$ cat src/rtl/mips_pkg.sv
// mips_pkg: shared MIPS decode definitions.
//   - opcode / funct encodings for the supported subset
//   - alu_op_e: ALU operation carried down the pipe
//   - REG_LINK: link register written by JAL
//   - idex_t: ID/EX pipeline register contents
//   - sext16: sign extension of a 16-bit immediate
package mips_pkg;

   localparam logic [5:0] OP_RTYPE = 6'h00;
   localparam logic [5:0] OP_J     = 6'h02;
   localparam logic [5:0] OP_JAL   = 6'h03;
   localparam logic [5:0] OP_BEQ   = 6'h04;
   localparam logic [5:0] OP_BNE   = 6'h05;
   localparam logic [5:0] OP_ADDIU = 6'h09;
   localparam logic [5:0] OP_SLTI  = 6'h0A;
   localparam logic [5:0] OP_ANDI  = 6'h0C;
   localparam logic [5:0] OP_ORI   = 6'h0D;
   localparam logic [5:0] OP_XORI  = 6'h0E;
   localparam logic [5:0] OP_LUI   = 6'h0F;
   localparam logic [5:0] OP_LW    = 6'h23;
   localparam logic [5:0] OP_SW    = 6'h2B;

   localparam logic [5:0] FN_SLL  = 6'h00;
   localparam logic [5:0] FN_SRL  = 6'h02;
   localparam logic [5:0] FN_SRA  = 6'h03;
   localparam logic [5:0] FN_JR   = 6'h08;
   localparam logic [5:0] FN_JALR = 6'h09;
   localparam logic [5:0] FN_ADDU = 6'h21;
   localparam logic [5:0] FN_SUBU = 6'h23;
   localparam logic [5:0] FN_AND  = 6'h24;
   localparam logic [5:0] FN_OR   = 6'h25;
   localparam logic [5:0] FN_XOR  = 6'h26;
   localparam logic [5:0] FN_NOR  = 6'h27;
   localparam logic [5:0] FN_SLT  = 6'h2A;

   localparam logic [4:0] REG_LINK = 5'd31;

   // ALU_ADD must stay encoded as 0: a zeroed ID/EX register is a NOP bubble.
   typedef enum logic [3:0] {
      ALU_ADD, ALU_SUB, ALU_AND, ALU_OR, ALU_XOR, ALU_NOR,
      ALU_SLT, ALU_SLL, ALU_SRL, ALU_SRA, ALU_LUI
   } alu_op_e;

   typedef struct packed {
      logic [31:0] pc;
      logic [31:0] rs;
      logic [31:0] rt;
      logic [31:0] imm;
      logic [4:0]  dst;
      alu_op_e     alu_op;
      logic        alu_src;
      logic        mem_rd;
      logic        mem_wr;
      logic        link;
   } idex_t;

   function automatic logic [31:0] sext16(input logic [15:0] v);
      return {{16{v[15]}}, v};
   endfunction

endpackage

$ cat src/rtl/decode_if.sv
// decode_if: IF/ID inputs, write-back port, fetch redirect and ID/EX outputs
// of the decode stage.
//   master: fetch/write-back/execute side (drives IF/ID + write-back)
//   slave : the decode stage
interface decode_if;
   import mips_pkg::*;

   logic [31:0] pc_if_id;
   logic [31:0] ir_if_id;
   logic        wb_en;
   logic [4:0]  wb_reg;
   logic [31:0] wb_data;

   logic        jump;
   logic [31:0] addr;

   logic [31:0] pc_id_ex;
   logic [31:0] rs_id_ex;
   logic [31:0] rt_id_ex;
   logic [31:0] imm_id_ex;
   logic [4:0]  dst_id_ex;
   alu_op_e     alu_op_id_ex;
   logic        alu_src_id_ex;
   logic        mem_rd_id_ex;
   logic        mem_wr_id_ex;
   logic        link_id_ex;

   modport master (
      output pc_if_id, ir_if_id, wb_en, wb_reg, wb_data,
      input  jump, addr, pc_id_ex, rs_id_ex, rt_id_ex, imm_id_ex, dst_id_ex,
             alu_op_id_ex, alu_src_id_ex, mem_rd_id_ex, mem_wr_id_ex, link_id_ex
   );

   modport slave (
      input  pc_if_id, ir_if_id, wb_en, wb_reg, wb_data,
      output jump, addr, pc_id_ex, rs_id_ex, rt_id_ex, imm_id_ex, dst_id_ex,
             alu_op_id_ex, alu_src_id_ex, mem_rd_id_ex, mem_wr_id_ex, link_id_ex
   );
endinterface

$ cat src/rtl/regfile.sv
// regfile: REG_COUNT x WORD_SIZE register file, 2 async read ports, 1 write port.
//   clk, rst       : clock, async active-high reset (clears every register)
//   we_i/wa_i/wd_i : write port, sampled on rising clk; writes to r0 dropped
//   ra0_i/ra1_i    : read indices
//   rd0_o/rd1_o    : read data; r0 reads zero, a same-cycle write is forwarded
module regfile #(
   parameter int WORD_SIZE = 32,
   parameter int REG_COUNT = 32
) (
   input  logic                 clk,
   input  logic                 rst,
   input  logic                 we_i,
   input  logic [4:0]           wa_i,
   input  logic [WORD_SIZE-1:0] wd_i,
   input  logic [4:0]           ra0_i,
   input  logic [4:0]           ra1_i,
   output logic [WORD_SIZE-1:0] rd0_o,
   output logic [WORD_SIZE-1:0] rd1_o
);

   logic [WORD_SIZE-1:0] regs_q [REG_COUNT];

   // r0 is cleared by reset and never written, so it stays zero in storage too.
   always_ff @(posedge clk or posedge rst) begin
      if (rst) begin
         for (int i = 0; i < REG_COUNT; i++) regs_q[i] <= '0;
      end else if (we_i && wa_i != 5'd0) begin
         regs_q[wa_i] <= wd_i;
      end
   end

   // Write-through: decode sees the value being written back this cycle.
   assign rd0_o = (ra0_i == 5'd0)                ? '0   :
                  (we_i && wa_i == ra0_i)        ? wd_i : regs_q[ra0_i];
   assign rd1_o = (ra1_i == 5'd0)                ? '0   :
                  (we_i && wa_i == ra1_i)        ? wd_i : regs_q[ra1_i];

endmodule

$ cat src/rtl/decode.sv
// decode: MIPS instruction decode stage.
//   clk, rst : clock, async active-high reset (ID/EX -> NOP bubble, regs -> 0)
//   bus      : decode_if.slave
//      in : pc_if_id (PC+1, word address), ir_if_id, wb_en/wb_reg/wb_data
//      out: jump/addr (combinational fetch redirect), *_id_ex (registered)
// Unsupported encodings decode as a NOP: control low, dst 0, imm 0.
// Shift amount travels in imm_id_ex with alu_src low; R-type ops never take
// an immediate as operand B, the ALU picks the shift amount by alu_op.
module decode
   import mips_pkg::*;
#(
   parameter int WORD_SIZE = 32,
   parameter int REG_COUNT = 32
) (
   input  logic   clk,
   input  logic   rst,
   decode_if.slave bus
);

   logic [5:0]  op, fn;
   logic [4:0]  rs, rt, rd, sh;
   logic [15:0] imm;
   logic [25:0] tgt;
   logic [31:0] pc;

   assign op  = bus.ir_if_id[31:26];
   assign rs  = bus.ir_if_id[25:21];
   assign rt  = bus.ir_if_id[20:16];
   assign rd  = bus.ir_if_id[15:11];
   assign sh  = bus.ir_if_id[10:6];
   assign fn  = bus.ir_if_id[5:0];
   assign imm = bus.ir_if_id[15:0];
   assign tgt = bus.ir_if_id[25:0];
   assign pc  = bus.pc_if_id;

   logic [WORD_SIZE-1:0] rs_val, rt_val;

   regfile #(.WORD_SIZE(WORD_SIZE), .REG_COUNT(REG_COUNT)) u_rf (
      .clk   (clk),
      .rst   (rst),
      .we_i  (bus.wb_en),
      .wa_i  (bus.wb_reg),
      .wd_i  (bus.wb_data),
      .ra0_i (rs),
      .ra1_i (rt),
      .rd0_o (rs_val),
      .rd1_o (rt_val)
   );

   idex_t       idex_d, idex_q;
   logic        jump;
   logic [31:0] addr;

   always_comb begin
      idex_d        = '0;
      idex_d.alu_op = ALU_ADD;
      idex_d.pc     = pc;
      idex_d.rs     = rs_val;
      idex_d.rt     = rt_val;
      jump          = 1'b0;
      addr          = pc;
      case (op)
         OP_RTYPE: begin
            case (fn)
               FN_SLL, FN_SRL, FN_SRA: begin
                  idex_d.alu_op = (fn == FN_SLL) ? ALU_SLL :
                                  (fn == FN_SRL) ? ALU_SRL : ALU_SRA;
                  idex_d.imm    = {27'd0, sh};
                  idex_d.dst    = rd;
               end
               FN_JR: begin
                  jump = 1'b1;
                  addr = rs_val;
               end
               FN_JALR: begin
                  jump        = 1'b1;
                  addr        = rs_val;
                  idex_d.dst  = rd;
                  idex_d.link = 1'b1;
               end
               FN_ADDU: begin idex_d.alu_op = ALU_ADD; idex_d.dst = rd; end
               FN_SUBU: begin idex_d.alu_op = ALU_SUB; idex_d.dst = rd; end
               FN_AND:  begin idex_d.alu_op = ALU_AND; idex_d.dst = rd; end
               FN_OR:   begin idex_d.alu_op = ALU_OR;  idex_d.dst = rd; end
               FN_XOR:  begin idex_d.alu_op = ALU_XOR; idex_d.dst = rd; end
               FN_NOR:  begin idex_d.alu_op = ALU_NOR; idex_d.dst = rd; end
               FN_SLT:  begin idex_d.alu_op = ALU_SLT; idex_d.dst = rd; end
               default: ;
            endcase
         end
         OP_J: begin
            jump = 1'b1;
            addr = {pc[31:26], tgt};
         end
         OP_JAL: begin
            jump        = 1'b1;
            addr        = {pc[31:26], tgt};
            idex_d.dst  = REG_LINK;
            idex_d.link = 1'b1;
         end
         OP_BEQ, OP_BNE: begin
            idex_d.imm = sext16(imm);
            jump       = (op == OP_BEQ) ? (rs_val == rt_val) : (rs_val != rt_val);
            addr       = pc + sext16(imm);
         end
         OP_ADDIU, OP_SLTI, OP_LW: begin
            idex_d.alu_op  = (op == OP_SLTI) ? ALU_SLT : ALU_ADD;
            idex_d.alu_src = 1'b1;
            idex_d.imm     = sext16(imm);
            idex_d.dst     = rt;
            idex_d.mem_rd  = (op == OP_LW);
         end
         OP_SW: begin
            idex_d.alu_src = 1'b1;
            idex_d.imm     = sext16(imm);
            idex_d.mem_wr  = 1'b1;
         end
         OP_ANDI, OP_ORI, OP_XORI: begin
            idex_d.alu_op  = (op == OP_ANDI) ? ALU_AND :
                             (op == OP_ORI)  ? ALU_OR  : ALU_XOR;
            idex_d.alu_src = 1'b1;
            idex_d.imm     = {16'd0, imm};
            idex_d.dst     = rt;
         end
         OP_LUI: begin
            idex_d.alu_op  = ALU_LUI;
            idex_d.alu_src = 1'b1;
            idex_d.imm     = {imm, 16'd0};
            idex_d.dst     = rt;
         end
         default: ;
      endcase
   end

   always_ff @(posedge clk or posedge rst) begin
      if (rst) idex_q <= '0;
      else     idex_q <= idex_d;
   end

   assign bus.jump          = jump;
   assign bus.addr          = addr;
   assign bus.pc_id_ex      = idex_q.pc;
   assign bus.rs_id_ex      = idex_q.rs;
   assign bus.rt_id_ex      = idex_q.rt;
   assign bus.imm_id_ex     = idex_q.imm;
   assign bus.dst_id_ex     = idex_q.dst;
   assign bus.alu_op_id_ex  = idex_q.alu_op;
   assign bus.alu_src_id_ex = idex_q.alu_src;
   assign bus.mem_rd_id_ex  = idex_q.mem_rd;
   assign bus.mem_wr_id_ex  = idex_q.mem_wr;
   assign bus.link_id_ex    = idex_q.link;

endmodule

$ cat src/flat_wrapper.sv
// flat-port wrapper written by rule: the top's interface ports become plain ports
module decode_flat import mips_pkg::*;
#(
   parameter int WORD_SIZE = 32,
   parameter int REG_COUNT = 32
)
  (clk, rst, bus_pc_if_id, bus_ir_if_id, bus_wb_en, bus_wb_reg, bus_wb_data, bus_jump, bus_addr, bus_pc_id_ex, bus_rs_id_ex, bus_rt_id_ex, bus_imm_id_ex, bus_dst_id_ex, bus_alu_op_id_ex, bus_alu_src_id_ex, bus_mem_rd_id_ex, bus_mem_wr_id_ex, bus_link_id_ex);
  decode_if bus_i ();
  input  logic clk;
  input  logic rst;
  input wire logic [$bits(bus_i.pc_if_id)-1:0] bus_pc_if_id;
  input wire logic [$bits(bus_i.ir_if_id)-1:0] bus_ir_if_id;
  input wire logic [$bits(bus_i.wb_en)-1:0] bus_wb_en;
  input wire logic [$bits(bus_i.wb_reg)-1:0] bus_wb_reg;
  input wire logic [$bits(bus_i.wb_data)-1:0] bus_wb_data;
  output wire logic [$bits(bus_i.jump)-1:0] bus_jump;
  output wire logic [$bits(bus_i.addr)-1:0] bus_addr;
  output wire logic [$bits(bus_i.pc_id_ex)-1:0] bus_pc_id_ex;
  output wire logic [$bits(bus_i.rs_id_ex)-1:0] bus_rs_id_ex;
  output wire logic [$bits(bus_i.rt_id_ex)-1:0] bus_rt_id_ex;
  output wire logic [$bits(bus_i.imm_id_ex)-1:0] bus_imm_id_ex;
  output wire logic [$bits(bus_i.dst_id_ex)-1:0] bus_dst_id_ex;
  output wire logic [$bits(bus_i.alu_op_id_ex)-1:0] bus_alu_op_id_ex;
  output wire logic [$bits(bus_i.alu_src_id_ex)-1:0] bus_alu_src_id_ex;
  output wire logic [$bits(bus_i.mem_rd_id_ex)-1:0] bus_mem_rd_id_ex;
  output wire logic [$bits(bus_i.mem_wr_id_ex)-1:0] bus_mem_wr_id_ex;
  output wire logic [$bits(bus_i.link_id_ex)-1:0] bus_link_id_ex;
  assign bus_i.pc_if_id = bus_pc_if_id;
  assign bus_i.ir_if_id = bus_ir_if_id;
  assign bus_i.wb_en = bus_wb_en;
  assign bus_i.wb_reg = bus_wb_reg;
  assign bus_i.wb_data = bus_wb_data;
  assign bus_jump = bus_i.jump;
  assign bus_addr = bus_i.addr;
  assign bus_pc_id_ex = bus_i.pc_id_ex;
  assign bus_rs_id_ex = bus_i.rs_id_ex;
  assign bus_rt_id_ex = bus_i.rt_id_ex;
  assign bus_imm_id_ex = bus_i.imm_id_ex;
  assign bus_dst_id_ex = bus_i.dst_id_ex;
  assign bus_alu_op_id_ex = bus_i.alu_op_id_ex;
  assign bus_alu_src_id_ex = bus_i.alu_src_id_ex;
  assign bus_mem_rd_id_ex = bus_i.mem_rd_id_ex;
  assign bus_mem_wr_id_ex = bus_i.mem_wr_id_ex;
  assign bus_link_id_ex = bus_i.link_id_ex;
  decode #(.WORD_SIZE(WORD_SIZE), .REG_COUNT(REG_COUNT)) u_core (.clk(clk), .rst(rst), .bus(bus_i));
endmodule
$ cat config.mk
export PLATFORM = sky130hd
export DESIGN_NAME = decode_flat
export DESIGN_NICKNAME = d
export VERILOG_FILES = /design/src/rtl/mips_pkg.sv /design/src/rtl/decode_if.sv /design/src/rtl/regfile.sv /design/src/rtl/decode.sv /design/src/flat_wrapper.sv
export SDC_FILE = /design/constraint.sdc
export NUM_CORES = 2
export LEC_CHECK = 0
export CORE_MARGIN = 1
export CORE_UTILIZATION = 52
export DETAILED_ROUTE_END_ITERATION = 6
export GPL_TIMING_DRIVEN = 0
export PLACE_DENSITY = 0.69
export SYNTH_ARGS = -nofsm -noshare
export SYNTH_HDL_FRONTEND = slang
export SYNTH_SLANG_ARGS = --single-unit
$ cat constraint.sdc
create_clock -name clk -period 47.4 [get_ports clk]
set_input_delay 9.48 -clock clk [delete_from_list [all_inputs] [get_ports clk]]
set_output_delay 9.48 -clock clk [all_outputs]
set_load 0.01 [all_outputs]
==> impl_metrics.ini <==
[sta]
slew_violations = 302
fin_skew_ns = 0.0375
max_freq_mhz = 36.7
maxSlewHeadroom = -0.175
hold_viol = 0
min_period_over_period = 0.575
hold-worst-slack_ns = 0.464
post-route-min-period_ns = 27.23
setup_ws_ns = 20.17
rsz0062_at_grt = false
worst_pin_slew_ns = 1.76
setup_violations = 0

[yosys]
synth-edff-count = 0
synth_nets = 4619
synthesis.instances = 4483
synth-compound-area-share = 0.0665
ys_seq_elements = 1165
async_reset_ff_frac = 1.00
muxShareOfSynthArea = 0.377
ys_seq_area_frac = 0.466
synthesis.area_um2 = 62500
synth_top_area_frac = 0.466
synth.area.top_cells = dfrtp_1 (47%), mux2_2 (18%), mux4_2 (16%)
synth-xor-area-share = 0.00854
ys_types = 92
synth_fa_ha_area_frac = 0.00652
yosysTopAreaCell = dfrtp_1
synth_ff_type = dfrtp_1
synth_area_per_cell_um2 = 13.9
synth_top_family_by_area = multiplexers
synthSimpleGateAreaFrac = 0.0370
synth_warnings = 0

[floorplan]
die_x_um = 349
std_cell_rows = 126
die_area_um2 = 122000
io_pins = 278
core-area_um2 = 119000
start_util = 0.527
die_y_um = 349

[setup_path]
crit_fanout = 10
end_kind = output port
cp.arrival_ns = 17.75
required_ns = 37.92
worstSetupPathType = primary input to output port
worstSetupStartpointType = primary input

[route]
drt_iter0_drc = 7899
finalWirelength_um = 294000
firstDrtPassIters = 7
ant_nets = 0
num_vias = 49800
via_per_inst = 7.51
wl_per_cell_um = 44.3
drc_errors = 24

[clock_network]
clk_latency_ns = 0.80
cts_resized = 0
cts_root_buf = clkbuf_16
post-cts-setup-buffer-count = 0
htreeDepth = 4
cts_made_buffers = 133
clockBufferDepth = 3
cts.reportedPaths.clkPinSlew_ns = 0.06
clock_sinks = 1165
cts_tree = yes
cts_hold_buf = 0

[min_path]
hp-class = register to register

[global_routing]
grt_usage = 0.483
overflow = 0
grt_first_pass_wirelength_um = 396000
first_global_vias = 47300
antenna_found_initial = 30
grt_max_degree = 120

[placed_design]
numPortBuffers = 263
gp_congestion = 1.05
dp.final_hpwl_um = 198000
dpl_worst_slack_ns = 21.03

[layout]
drive_gt1_frac = 0.379
syn2layout_area_growth_pct = 15.5
layout_common_cells = dfrtp_1 (1,165), mux2_2 (1,024), mux4_2 (433), clkdlybuf4s50_1 (263), clkbuf_1 (259)
fin_nets = 5040
final_common_cell = dfrtp_1

[run_status]
violations = design-rule violations, max-capacitance violations, max-slew violations
status = finished with violations

[power]
power_density_nw_per_um2 = 42.8
cellLeakagePower_nw = 31.2
vdd_ir_drop_max_v = 0.0000401

[job]
maxCapViolCount = 31
==> layer usage <==
metal	global-route usage	routed length [µm]
met5	0.0260	704
met3	0.261	48200
met1	0.567	97900
met2	0.655	119000
met4	0.374	28500
==> worst paths after layout <==
check	start	end	slack [ns]	cells past startpoint
setup / recovery	bus_ir_if_id[24]	bus_jump	20.17	15
hold / removal	u_core.u_rf.regs_q[1012]$_DFFE_PP0P_	u_core.u_rf.regs_q[1012]$_DFFE_PP0P_	0.46	1
setup reg to reg	u_core.u_rf.regs_q[471]$_DFFE_PP0P_	u_core.bus.rt_id_ex[23]$_DFF_PP0_	44.61	6
hold reg to reg	u_core.u_rf.regs_q[1012]$_DFFE_PP0P_	u_core.u_rf.regs_q[1012]$_DFFE_PP0P_	0.46	1
max in group asynchronous	rst	u_core.u_rf.regs_q[534]$_DFFE_PP0P_	35.77	6
min in group asynchronous	rst	u_core.bus.imm_id_ex[0]$_DFF_PP0_	9.15	2
==> kinds of logic after synthesis <==
family / Yosys count
and+or+nand+nor: 474
xor gates and xnor gates: 61
DFF: 1165
muxes: 1667
AOI/OAI and AO/OA: 586
buffers and inverters: 498
adders and majority gates: 32
==> where the power goes <==
group	leakage (nW)	switching (mW)	internal (mW)	total [mW]
clock network	2.18	0.451	0.622	1.07
registers	14.9	0.134	1.17	1.31
logic	14.1	0.353	0.361	0.714
==> per-stage QoR <==
step / power, mW / area (µm²) / instances / TNS (ns) / util
after floorplan: 1.74 / 62500 / 4483 / 0 / -
after global placement: 1.98 / 67200 / 6346 / -9691.79 / 0.566
after detailed placement: 2.00 / 67700 / 6367 / 0 / 0.570
after CTS: 3.05 / 72100 / 6601 / 0 / 0.607
after global routing: 3.16 / 72200 / 6606 / 0 / 0.608
final: 3.09 / 72200 / 6632 / 0 / 0.609
==> sequential cells by signal (all words and copies together) (netlist names) <==
register / cells
u_core.u_rf.regs_q: 1024
u_core.bus.imm_id_ex: 32
u_core.bus.pc_id_ex: 32
u_core.bus.rs_id_ex: 32
u_core.bus.rt_id_ex: 32
u_core.bus.dst_id_ex: 5
u_core.bus.alu_op_id_ex: 4
u_core.bus.alu_src_id_ex: 1
u_core.bus.link_id_ex: 1
u_core.bus.mem_rd_id_ex: 1
u_core.bus.mem_wr_id_ex: 1
==> synth_stat cells, types with 37 or more instances <==
| master | n |
|---|---|
| nand2_1 | 150 |
| a21o_1 | 39 |
| clkbuf_1 | 262 |
| o21ai_0 | 88 |
| nand3_1 | 44 |
| a21oi_1 | 111 |
| nor3_1 | 38 |
| mux2_2 | 1024 |
| buf_2 | 59 |
| mux2i_1 | 200 |
| nor2_1 | 102 |
| mux4_2 | 433 |
| buf_6 | 37 |
| o221ai_1 | 37 |
| buf_1 | 66 |
| dfrtp_1 | 1165 |
| o22ai_1 | 38 |
| a22oi_1 | 62 |
| xnor2_1 | 46 |
==> critical path, stage by stage <==
cell and delay [ns]:
clkdlybuf4s50_1 0.57, buf_6 0.19, and2b_1 0.28, clkbuf_1 1.19
clkbuf_1 1.16, a22oi_1 0.25, a21oi_1 0.27, nor2_1 0.08
o21ai_0 1.07, xor2_1 0.55, nor4_1 1.17, nand4_1 0.26
o311ai_1 0.33, or3b_1 0.37, clkdlybuf4s50_1 0.53
==> layout make-up <==
type                    instances  area [µm²]
inverters                      37         146
fillers                      9275       46500
clock inverters                43         520
well taps                    1600        2000
diodes                         29        72.6
plain buffers                 461        2330
multi-input cells            2820       31000
clock buffers                 191        3900
flip-flops and latches       1165       29200
repair buffers                286        3130
No activity file was read; power rests on OpenSTA's default activity.
